$ cat src/rtl/rr_grant_arbiter4.sv
// Four-way round-robin arbiter with one-cycle req-to-grant latency and registered outputs.
// No backpressure: an owner keeps the grant until done, request drop, or hold-limit expiry.
module rr_grant_arbiter4 #(
   parameter int MAX_HOLD = 8,
   parameter int CNT_W    = 4
) (
   input  logic       clk,
   input  logic       reset,
   input  logic [3:0] req,
   input  logic       done,
   output logic [3:0] grant,
   output logic [1:0] grant_idx,
   output logic       grant_valid,
   output logic       timeout
);

   localparam logic [0:0] ST_IDLE = 1'b0;
   localparam logic [0:0] ST_BUSY = 1'b1;

   logic [0:0]       r_state;
   logic [CNT_W-1:0] r_hold_cnt;
   logic [1:0]       r_last;
   logic [3:0]       r_grant;
   logic [1:0]       r_idx;
   logic             r_valid;
   logic             r_timeout;

   logic             w_rel_done;
   logic             w_rel_drop;
   logic             w_rel_to;
   logic             w_rel;
   logic [3:0]       w_cand;
   logic [2:0]       w_pick;

   // Returns {found, index}; scans last+1 .. last+4 so the nearest candidate after last wins.
   function automatic logic [2:0] f_pick(input logic [3:0] cand, input logic [1:0] last);
      logic [2:0] res;
      logic [1:0] k;
      res = 3'b000;
      for (int i = 4; i >= 1; i--) begin
         k = last + 2'(i);
         if (cand[k]) res = {1'b1, k};
      end
      return res;
   endfunction

   always_comb begin
      w_rel_done = done;
      w_rel_drop = ~req[r_idx];
      w_rel_to   = (r_hold_cnt == CNT_W'(MAX_HOLD - 1));
      w_rel      = w_rel_done | w_rel_drop | w_rel_to;
      w_cand     = (r_state == ST_BUSY) ? (req & ~r_grant) : req;
      w_pick     = f_pick(w_cand, r_last);
   end

   always_ff @(posedge clk) begin
      if (reset) begin
         r_state    <= ST_IDLE;
         r_hold_cnt <= '0;
         r_last     <= 2'd3;
         r_grant    <= 4'b0000;
         r_idx      <= 2'd0;
         r_valid    <= 1'b0;
         r_timeout  <= 1'b0;
      end else begin
         r_timeout <= 1'b0;
         case (r_state)
            ST_IDLE: begin
               if (w_pick[2]) begin
                  r_state    <= ST_BUSY;
                  r_idx      <= w_pick[1:0];
                  r_grant    <= 4'b0001 << w_pick[1:0];
                  r_valid    <= 1'b1;
                  r_hold_cnt <= '0;
                  r_last     <= w_pick[1:0];
               end
            end
            default: begin
               if (!w_rel) begin
                  r_hold_cnt <= r_hold_cnt + CNT_W'(1);
               end else begin
                  // A done or drop in the same cycle suppresses the forced-release flag.
                  r_timeout <= w_rel_to & ~w_rel_done & ~w_rel_drop;
                  if (w_pick[2]) begin
                     r_idx      <= w_pick[1:0];
                     r_grant    <= 4'b0001 << w_pick[1:0];
                     r_hold_cnt <= '0;
                     r_last     <= w_pick[1:0];
                  end else begin
                     r_state <= ST_IDLE;
                     r_grant <= 4'b0000;
                     r_valid <= 1'b0;
                  end
               end
            end
         endcase
      end
   end

   assign grant       = r_grant;
   assign grant_idx   = r_idx;
   assign grant_valid = r_valid;
   assign timeout     = r_timeout;

endmodule

$ cat config.mk
export PLATFORM = sky130hd
export DESIGN_NAME = rr_grant_arbiter4
export DESIGN_NICKNAME = d
export VERILOG_FILES = /design/src/rtl/rr_grant_arbiter4.sv
export SDC_FILE = /design/constraint.sdc
export NUM_CORES = 1
export LEC_CHECK = 0
export ABC_AREA = 1
export CAP_MARGIN = 0
export CELL_PAD_IN_SITES_DETAIL_PLACEMENT = 1
export CELL_PAD_IN_SITES_GLOBAL_PLACEMENT = 1
export CORE_MARGIN = 2
export CORE_UTILIZATION = 33
export DETAILED_ROUTE_END_ITERATION = 8
export PLACE_DENSITY = 0.84
export SYNTH_ARGS = -nofsm -noshare
export SYNTH_HDL_FRONTEND = slang
export SYNTH_SLANG_ARGS = --single-unit
$ cat constraint.sdc
create_clock -name clk -period 1.4 [get_ports clk]
set_clock_uncertainty 0.1 [all_clocks]
set_input_delay 0.28 -clock clk [delete_from_list [all_inputs] [get_ports clk]]
set_output_delay 0.28 -clock clk [all_outputs]
set_load 0.01 [all_outputs]
==> impl_results.md <==
* Status: complete, but fails checks
* Violated checks: negative setup slack
* Hold crit path type: flop to flop
* Post-synth top flop: sky130_fd_sc_hd__dfxtp_1
* Post-synth ARST share at 0
* Category of the most critical setup path: flop to flop
* Number of global-route vias before repair at 1338
* Top cell types by occurrence after synthesis: sky130_fd_sc_hd__nand2_1 (30), sky130_fd_sc_hd__inv_1 (16), sky130_fd_sc_hd__dfxtp_1 (15), sky130_fd_sc_hd__nand2_2 (14), sky130_fd_sc_hd__nand3_1 (14)
* Setup-violating endpoint count in the final report at 16
* Critical register-to-register path startpoint: grant_idx[0]
* Final worst-path cycle share at 1.38
* P_int at 0.00183 W
* Headroom to the max-slew limit at 0.818
* DIE HEIGHT at 57.9 µm
* Sequential element share of the synthesized area at 0.313
* Total wire length after detailed routing at 5000 µm
* Quantity of hold-fixing buffers added after cts at 0
* Static leakage at 0.827 nW
* Non-filler cells, final at 234
* Reg-to-Reg End: r_last[1]
* Comb power frac at 0.736
* Total power at 0.00375 W
* Critical Path RT at 1.52 ns
* Largest net degree at the start of global routing at 10
* Via count at 1245
* Cell taking the most area after synthesis: sky130_fd_sc_hd__dfxtp_1
* Antenna violations before repair at 0
* Hold violation total from the final report at 0
* Initial cell density of the core at 0.348
* Largest stage delay on the critical path at 0.39 ns
* Clock network fraction of total power at 0.078
* Most common cell in the netlist: sky130_fd_sc_hd__nand2_1
* Half-perimeter wire length after placement at 2420 µm
* Clock H-tree levels at 1
* Count of different cell masters after synthesis at 27
* Worst hold slack across all endpoints at 0.392 ns
* Insertion delay to the later sink of the worst-skew pair at 0.32 ns
* Die Wd at 57.9 µm
* Syn-to-layout area delta at 84.2%
* Inserted Diodes at 0
* Min-Delay Endpoint: grant_valid
* Final Net Count at 212
* Number of enable flip-flop cells after synthesis at 0
* Capturing element type of the critical path: flop
* Post-DR wirelength/cell at 21.4 µm
* Cell occurring most often along the worst timing path: sky130_fd_sc_hd__nor2_1
* Global-route wire length before repair at 6470 µm
* Die area at 3360 µm²
* First-iteration detailed-routing DRC count at 30
* TritonCTS clock tree: yes
* Syn_nets at 146
* Utilization after layout at 0.641
* Count of cells along the worst register-to-register path at 9
* Number of buffers inserted by port buffering at 14
* Biggest fanout along the worst timing path at 4
* Final setup margin at -0.528 ns
* Worst endpoint data arrival time at 2.04 ns
* Startpoint class of the critical path: flop
* Core Area at 2760 µm²
* Worst-case clock buffer depth at 2
* Slowest CP cell: sky130_fd_sc_hd__dfxtp_2
* Share of Yosys cell area claimed by the top area cell type at 0.313
* Worst Setup Slack post-DPL at -0.636 ns
* Number of violations of the max-capacitance limit at 0
* Number of warnings printed during yosys synthesis at 0
* Final Slew Violations at 0
* ANT nets after route at 0
* Number of CTS-inserted buffers at 3
* Worst-margin pin slew at 0.270 ns
* Synthesized instance count at 138
* Sequential cell fraction of total power at 0.186
* Post-Syn Area per Cell at 6.95 µm²
* Maximum vdd drop at 1750 µV
* Row count at 19
* TritonCTS Sinks at 15
* Unrepaired setup endpoints after global routing: yes
* Clock input transition at the sequential cells of the worst setup and hold paths at 0.11 ns
* Mapped Area at 960 µm²
* Aggregate global routing overflow at 0
* Cell-by-cell trace of the critical path: nor2_1 -> nor2_1 -> o21ai_0 -> nand2_1 -> nand4_1 -> buf_6 -> nand2_8 -> clkinvlp_4 -> o211ai_1
* Total iterations of the first detailed-routing run at 4
* Clock root buffer: sky130_fd_sc_hd__clkbuf_4
* Routability Congestion at 0.760
* Post-route minimum period at 1.93 ns
* Worst Hold Path Cells at 2
* Flop2flop setup slack at -0.53 ns
* Flops & latches, synth at 15
* Switching part of the total at 0.512
* Final routed DRC violation total at 0
* Placed cell count at 204
* Maximum clock frequency at 519 MHz
* Power density of the placed cells at 2120 nW/µm²
* Top cells by area, synth: sky130_fd_sc_hd__dfxtp_1 (31%), sky130_fd_sc_hd__nand2_1 (12%), sky130_fd_sc_hd__nand2_2 (9.1%), sky130_fd_sc_hd__nand3_1 (7.3%), sky130_fd_sc_hd__inv_1 (6.3%)
* Hold wc startpoint: grant_valid
* Switching Power at 0.00192 W
* Fraction of layout cells with a size suffix above 1 at 0.695
* Post-detailed-route via-to-cell ratio at 5.32
* GRT Resource Usage Total at 0.265
* Number of placed I/O pins at 15
logic make-up (layout without fill, tap and decap cells):
group	after synthesis	count (layout)	synth area share
xor gates and xnor gates	2	2	0.0261
buffers and inverters	24	89	0.119
DFF	15	15	0.313
and+or+nand+nor	75	75	0.399
AOI/OAI and AO/OA	21	21	0.130
adders and majority gates	1	1	0.0130
critical path, delay by kind of cell, from the launching register on:
family,cells,cell delay (ns)
AOI/OAI and AO/OA,2,0.39
DFF,1,0.39
buffers and inverters,2,0.33
and+or+nand+nor,5,0.59
cell type report:
cell class              instances  area [µm²]
fillers                       325         990
multi-input cells              99         768
repair buffers                 62         512
flip-flops and latches         15         319
inverters                      22        95.1
well taps                      31        38.8
clock buffers                   3        22.5
repair inverters                1        7.51
clock inverters                 1        5.00
metal layers:
| layer | global-route usage | share of wire | wire (µm) |
|---|---|---|---|
| met5 | 0 | 0 | 0 |
| met4 | 0.173 | 0.056 | 281 |
| met3 | 0.0446 | 0.037 | 183 |
| met2 | 0.492 | 0.53 | 2650 |
| met1 | 0.269 | 0.38 | 1890 |
stage by stage:
stage	setup TNS (ns)	area, µm²
CTS	-2.43	1620
finish	-5.95	1770
global route	-6.63	1770
floorplan	-0.0565	1010
detailed placement	-8.17	1330
global placement	-6.67	1330
power groups by stage:
stage	clock (W)	combinational (W)	sequential [W]
after floorplan	0	0.00126	0.000649
after global placement	0	0.00179	0.000662
after detailed placement	0	0.00189	0.000671
after CTS	0.000268	0.00227	0.000658
after global routing	0.000308	0.00296	0.000703
final	0.000292	0.00276	0.000697
worst max-delay path by stage:
stage / startpoint / end / slack, ns
finish: grant_idx[0] / r_last[1] / -0.53
detailed placement: req[0] / grant_idx[0] / -0.64
floorplan: r_last[0] / grant_idx[0] / -0.03
global route: grant_idx[0] / r_last[1] / -0.56
CTS: r_last[0] / grant_idx[0] / -0.23
global placement: req[0] / r_last[1] / -0.51
registers in the layout (all words and copies together), names as in the netlist:
register / flops
grant: 4
grant_idx: 2
grant_valid: 1
r_hold_cnt: 4
r_last: 2
r_state: 1
timeout: 1
timing repair:
item,4_1_cts,5_1_grt
pin swaps,16,20
cloned,1,0
setup endpoints to repair,23,21
gates resized for setup,55,37
buffers inserted,18,7
placed cells by master (no fill, tap or decap), drive strengths merged:
cell / n
inv: 21
nand3: 17
nor3: 2
dlygate4sd2: 6
clkdlybuf4s50: 2
dfxtp: 15
clkinvlp: 1
a21oi: 10
o21ai: 7
nor2: 9
nand2: 46
clkinv: 2
nand4: 1
o22ai: 1
xnor2: 1
o211ai: 3
xor2: 1
ha: 1
buf: 49
clkbuf: 8
Note: power is estimated with default switching activity, not from simulation.
